==> src/rtl/mux_nx1_rr.sv <==
// N-to-1 streaming channel merge with a registered output stage, fixed-select or round-robin grant.
// Optional packet lock (in_last, grant held until the final beat) is built when MUX_NX1_LOCK_EN is defined.
module mux_nx1_rr #(
   parameter int N = 8,
   parameter int W = 8
) (
   input  logic                 clk,
   input  logic                 rst,
   input  logic [N*W-1:0]       in_data,
   input  logic [N-1:0]         in_valid,
   output logic [N-1:0]         in_ready,
`ifdef MUX_NX1_LOCK_EN
   input  logic [N-1:0]         in_last,
`endif
   input  logic                 mode,
   input  logic [$clog2(N)-1:0] sel,
   output logic [W-1:0]         out_data,
   output logic                 out_valid,
   input  logic                 out_ready,
   output logic [$clog2(N)-1:0] out_sel
);

   localparam int SW = $clog2(N);
   localparam logic [SW:0] N_EXT = (SW+1)'(N);

   logic [W-1:0]  ch_data [N];
   logic [SW-1:0] ptr;
   logic [SW-1:0] grant;
   logic [SW-1:0] ptr_next;
   logic [SW:0]   rr_sum;
   logic          grant_vld;
   logic          can_load;
   logic          xfer;

`ifdef MUX_NX1_LOCK_EN
   logic          locked;
   logic [SW-1:0] lock_ch;
`endif

   for (genvar k = 0; k < N; k++) begin : g_ch
      assign ch_data[k] = in_data[k*W +: W];
   end

   // Walking from the highest offset down leaves the first valid channel at or after ptr as the winner.
   always_comb begin
      grant     = '0;
      grant_vld = 1'b0;
      rr_sum    = '0;
      if (!mode) begin
         if ({1'b0, sel} < N_EXT) begin
            grant     = sel;
            grant_vld = in_valid[sel];
         end
`ifdef MUX_NX1_LOCK_EN
      end else if (locked) begin
         grant     = lock_ch;
         grant_vld = in_valid[lock_ch];
`endif
      end else begin
         for (int i = N-1; i >= 0; i--) begin
            rr_sum = {1'b0, ptr} + (SW+1)'(i);
            if (rr_sum >= N_EXT) begin
               rr_sum = rr_sum - N_EXT;
            end
            if (in_valid[rr_sum[SW-1:0]]) begin
               grant     = rr_sum[SW-1:0];
               grant_vld = 1'b1;
            end
         end
      end
   end

   assign can_load = !out_valid || out_ready;
   assign xfer     = grant_vld && can_load && !rst;
   assign ptr_next = (grant == SW'(N-1)) ? '0 : grant + 1'b1;

   always_comb begin
      in_ready = '0;
      if (xfer) begin
         in_ready[grant] = 1'b1;
      end
   end

   always_ff @(posedge clk) begin
      if (rst) begin
         out_valid <= 1'b0;
         out_data  <= '0;
         out_sel   <= '0;
         ptr       <= '0;
`ifdef MUX_NX1_LOCK_EN
         locked    <= 1'b0;
         lock_ch   <= '0;
`endif
      end else begin
         if (xfer) begin
            out_data  <= ch_data[grant];
            out_sel   <= grant;
            out_valid <= 1'b1;
         end else if (out_ready) begin
            out_valid <= 1'b0;
         end
         if (xfer && mode) begin
`ifdef MUX_NX1_LOCK_EN
            // The pointer only moves past a channel once its whole packet has gone through.
            if (in_last[grant]) begin
               locked <= 1'b0;
               ptr    <= ptr_next;
            end else begin
               locked  <= 1'b1;
               lock_ch <= grant;
            end
`else
            ptr <= ptr_next;
`endif
         end
`ifdef MUX_NX1_LOCK_EN
         if (!mode) begin
            locked <= 1'b0;
         end
`endif
      end
   end

endmodule

==> config.mk <==
export PLATFORM = sky130hd
export DESIGN_NAME = mux_nx1_rr
export DESIGN_NICKNAME = d
export VERILOG_FILES = /design/src/rtl/mux_nx1_rr.sv
export SDC_FILE = /design/constraint.sdc
export NUM_CORES = 1
export LEC_CHECK = 0
export ABC_AREA = 1
export ABC_CLOCK_PERIOD_IN_PS = 2800
export CAP_MARGIN = 10
export CORE_MARGIN = 5
export CORE_UTILIZATION = 38
export CTS_BUF_LIST = sky130_fd_sc_hd__clkbuf_8 sky130_fd_sc_hd__clkbuf_16
export CTS_CLUSTER_DIAMETER = 150
export DETAILED_ROUTE_END_ITERATION = 12
export PLACE_DENSITY = 0.79
export SLEW_MARGIN = 15
export SYNTH_ARGS = -nofsm -noshare
export SYNTH_HDL_FRONTEND = slang
export SYNTH_SLANG_ARGS = --single-unit
==> constraint.sdc <==
create_clock -name clk -period 2.8 [get_ports clk]
set_input_delay 0.56 -clock clk [delete_from_list [all_inputs] [get_ports clk]]
set_output_delay 0.56 -clock clk [all_outputs]
set_load 0.01 [all_outputs]
==> Flow_metrics.wiki <==
{| class="wikitable"
! Metric !! Value
|-
| Status || finished with violations
|-
| Failing checks || setup timing
|-
| Number of core rows || 26
|-
| Clock tree root buffer cell || clkbuf_8
|-
| Setup violation total in the final timing report || 8
|-
| Vertical extent of the die || 83.8 um
|-
| Area of the multi-input gates || 0.00191 mm2
|-
| Area grow syn2layout || 86.9%
|-
| Highest attainable clock frequency || 339 MHz
|-
| Die Width || 83.8 um
|-
| Seq. cell area || 305 um2
|-
| Overall track demand over capacity in global routing || 0.241
|-
| Static Leakage || 1.88 nW
|-
| Post-Synthesis Cells || 401
|-
| Ports || 99
|-
| Syn_area_per_cell || 5.15 um2
|-
| Half-perimeter wire length of the detailed placement result || 6.41 mm
|-
| Relative slew slack || 0.746
|-
| Fraction of layout instances using a drive strength above 1 || 0.297
|-
| Clock sink total || 15
|-
| Count of antenna diodes in the layout || 0
|-
| Total grt overflow || 0
|-
| Iteration count of the initial detailed-routing pass || 4
|-
| Crit Path Class || register to primary output
|-
| First-pass GRT wire length || 14.1 mm
|-
| Placement Setup Slack || -730 ps
|-
| Kind of end point of the critical path || primary output
|-
| Placeable core area || 0.00520 mm2
|-
| Post-route clock period utilization || 1.05
|-
| Aggregate negative setup slack || -902 ps
|-
| Req. time, crit path || 2240 ps
|-
| Synthesized flop and latch total || 15
|-
| Floorplan die area || 0.00701 mm2
|-
| Final min period || 2950 ps
|-
| RSZ-0062 raised after global routing || yes
|-
| Clock slew at reported path FFs || 60 ps
|-
| Final hold viol count || 0
|-
| Count of port buffers added during placement || 98
|-
| Post-detailed-route count of antenna-violating nets || 0
|-
| Transition time at the pin with the least slew margin || 381 ps
|-
| Final Max Slew Viols || 0
|-
| Final routed DRC violation total || 0
|-
| Routed WL per cell || 14.0 um
|-
| Routability cong. || 0.984
|-
| Number of global-route vias before repair || 3155
|-
| Setup clock skew after layout || 2.14 ps
|-
| Starting Density || 0.397
|-
| Final Power || 1.68 mW
|-
| Fraction of the yosys area taken by sequential cells || 0.145
|-
| TritonCTS clock tree || built
|-
| Type of origin of the critical path || register
|-
| Final Worst Setup Slack || -152 ps
|-
| Core occupancy in the finished layout || 0.742
|-
| Buffer levels on the longest clock path || 2
|-
| Power share of the clock group || 0.103
|-
| Hold Crit Class || register to register
|-
| Psw || 794 uW
|-
| Hold-fix buffers at CTS || 0
|-
| Initial antenna violation count || 0
|-
| Clock latency on the worst-skew pair || 250 ps
|-
| Areal power density over the cells || 434 mW/mm2
|-
| Wire length after detailed routing || 8.54 mm
|-
| Max-capacitance violation count || 0
|-
| Int Power || 884 uW
|-
| H-Tree Depth || 1
|-
| Distinct cell type count of the synthesized netlist || 30
|-
| Part of the power in registers || 0.152
|-
| Count of synthesis-stage warnings from yosys || 0
|-
| Combinational cell fraction of total power || 0.744
|-
| Number of nets in the synthesized netlist || 483
|-
| Routed via count || 3115
|-
| Net switching share of the total power || 0.473
|-
| Number of clock buffers inserted by TritonCTS || 3
|-
| Final layout net count || 621
|-
| Fill cell total of the finished layout || 451
|-
| Highest ir drop seen on vdd || 0.204 mV
|-
| Arrival time of data at the critical path endpoint || 2390 ps
|-
| Via/cell ratio || 5.12
|-
| Post-synth design cell area || 0.00207 mm2
|-
| Maximum fanout along the worst path || 6
|-
| Initial drt markers || 126
|-
| Largest net degree at the start of global routing || 34
|}
flip-flops by register name, summed over array words and instances, names as in the netlist:
signal	count
out_valid	1
ptr	3
out_data	8
out_sel	3
worst max-delay path: stages (launching register included):
cell and delay (ps):
dfxtp_4 360, inv_4 40, ha_4 340, nand3_2 140, nand3_4 110, nand2_2 80
a21oi_2 160, nand3_2 80, nand2_1 60, nand2_1 40, nand2_1 70, nand2_2 80
nand2_2 100, nand2_4 80, nor2_4 120, inv_2 50, nor2_2 90, buf_2 130
Yosys cell counts:
cell type	count	area, um2
nand2_4	1	11.3
mux2i_1	1	10.0
o21ai_1	1	5.00
o2111a_1	1	11.3
buf_4	3	22.5
nor2_1	32	120
ha_1	3	37.5
buf_2	5	25.0
o21ai_0	12	60.1
xnor2_1	1	8.76
nand3_2	3	30.0
buf_6	4	45.0
inv_1	26	97.6
nand2_2	5	31.3
inv_2	8	30.0
xor2_1	1	8.76
a32oi_1	1	8.76
nand2_8	1	20.0
inv_4	2	12.5
nand3_1	73	365
dfxtp_1	15	300
a21oi_1	15	75.1
nor3_1	2	10.0
a21oi_2	1	8.76
nor3_2	1	10.0
nor4_1	1	6.26
nor2_2	2	12.5
o211ai_1	2	15.0
nand2_1	174	653
clkbuf_1	4	15.0
through the flow:
stage	std cells	hold slack (ps)	instance area [um2]
finish	608	494	3860
CTS	607	500	3830
global route	608	518	3860
floorplan	401	503	2140
global placement	593	483	3390
detailed placement	593	479	3390
kinds of logic after synthesis:
group / share of synthesized area
AND/OR/NAND/NOR: 0.614
buffers and inverters: 0.120
AO/OA/AOI/OAI: 0.0890
flip-flops: 0.145
adder cells (fa/ha/maj): 0.0182
XOR/XNOR: 0.00848
multiplexers: 0.00484
timing repair:
item	CTS	global route
setup endpoints to repair	10	9
pin swaps	28	4
hold endpoints to repair	0	0
setup buffers	10	1
resized for setup	127	6
per-layer routing:
| layer | share of wire | vias up | GRT usage |
|---|---|---|---|
| met3 | 0.086 | 32 | 0.0661 |
| li1 | - | 1557 | - |
| met1 | 0.36 | 1402 | 0.242 |
| met5 | 0 | - | 0 |
| met2 | 0.51 | 124 | 0.447 |
| met4 | 0.046 | 0 | 0.126 |
area by class of cell:
cell class	count	share of cell area
multi-input cells	334	0.494
repair buffers	149	0.353
flip-flops and latches	15	0.0790
inverters	36	0.0395
well taps	70	0.0227
clock buffers	3	0.0107
clock inverters	1	0.000972
path summary, 6_finish.rpt:
path,startpoint,endpoint,slack [ps],cells past startpoint
setup / recovery,ptr[1]$_SDFFE_PP0P_,in_ready[0],-150,17
hold / removal,out_sel[2]$_SDFFE_PP0P_,out_sel[2]$_SDFFE_PP0P_,490,2
setup reg to reg,ptr[1]$_SDFFE_PP0P_,ptr[2]$_SDFFE_PP0P_,150,19
hold reg to reg,out_sel[2]$_SDFFE_PP0P_,out_sel[2]$_SDFFE_PP0P_,490,2
power by group through the flow:
stage	logic (mW)	registers, mW	clock network (mW)
after floorplan	0.664	0.266	0
after global placement	1.04	0.257	0
after detailed placement	1.05	0.259	0
after CTS	1.22	0.256	0.176
after global routing	1.38	0.259	0.183
final	1.25	0.256	0.173
layout by cell type (no fill, tap or decap), types with 3 or more instances in the layout:
master and count:
nand2_4 7, nand2_2 18, nor2_1 22, nand3_4 6, dfxtp_1 13, nand3_2 26
nand3_1 44, a21oi_1 13, buf_6 8, inv_1 20, buf_2 5, nor2_2 6
buf_4 45, nor2_4 6, nand2_1 154, clkdlybuf4s50_1 81, clkbuf_8 3, o21ai_0 11
inv_2 13, dlygate4sd2_1 9
Power figures use the tool's default switching activity.
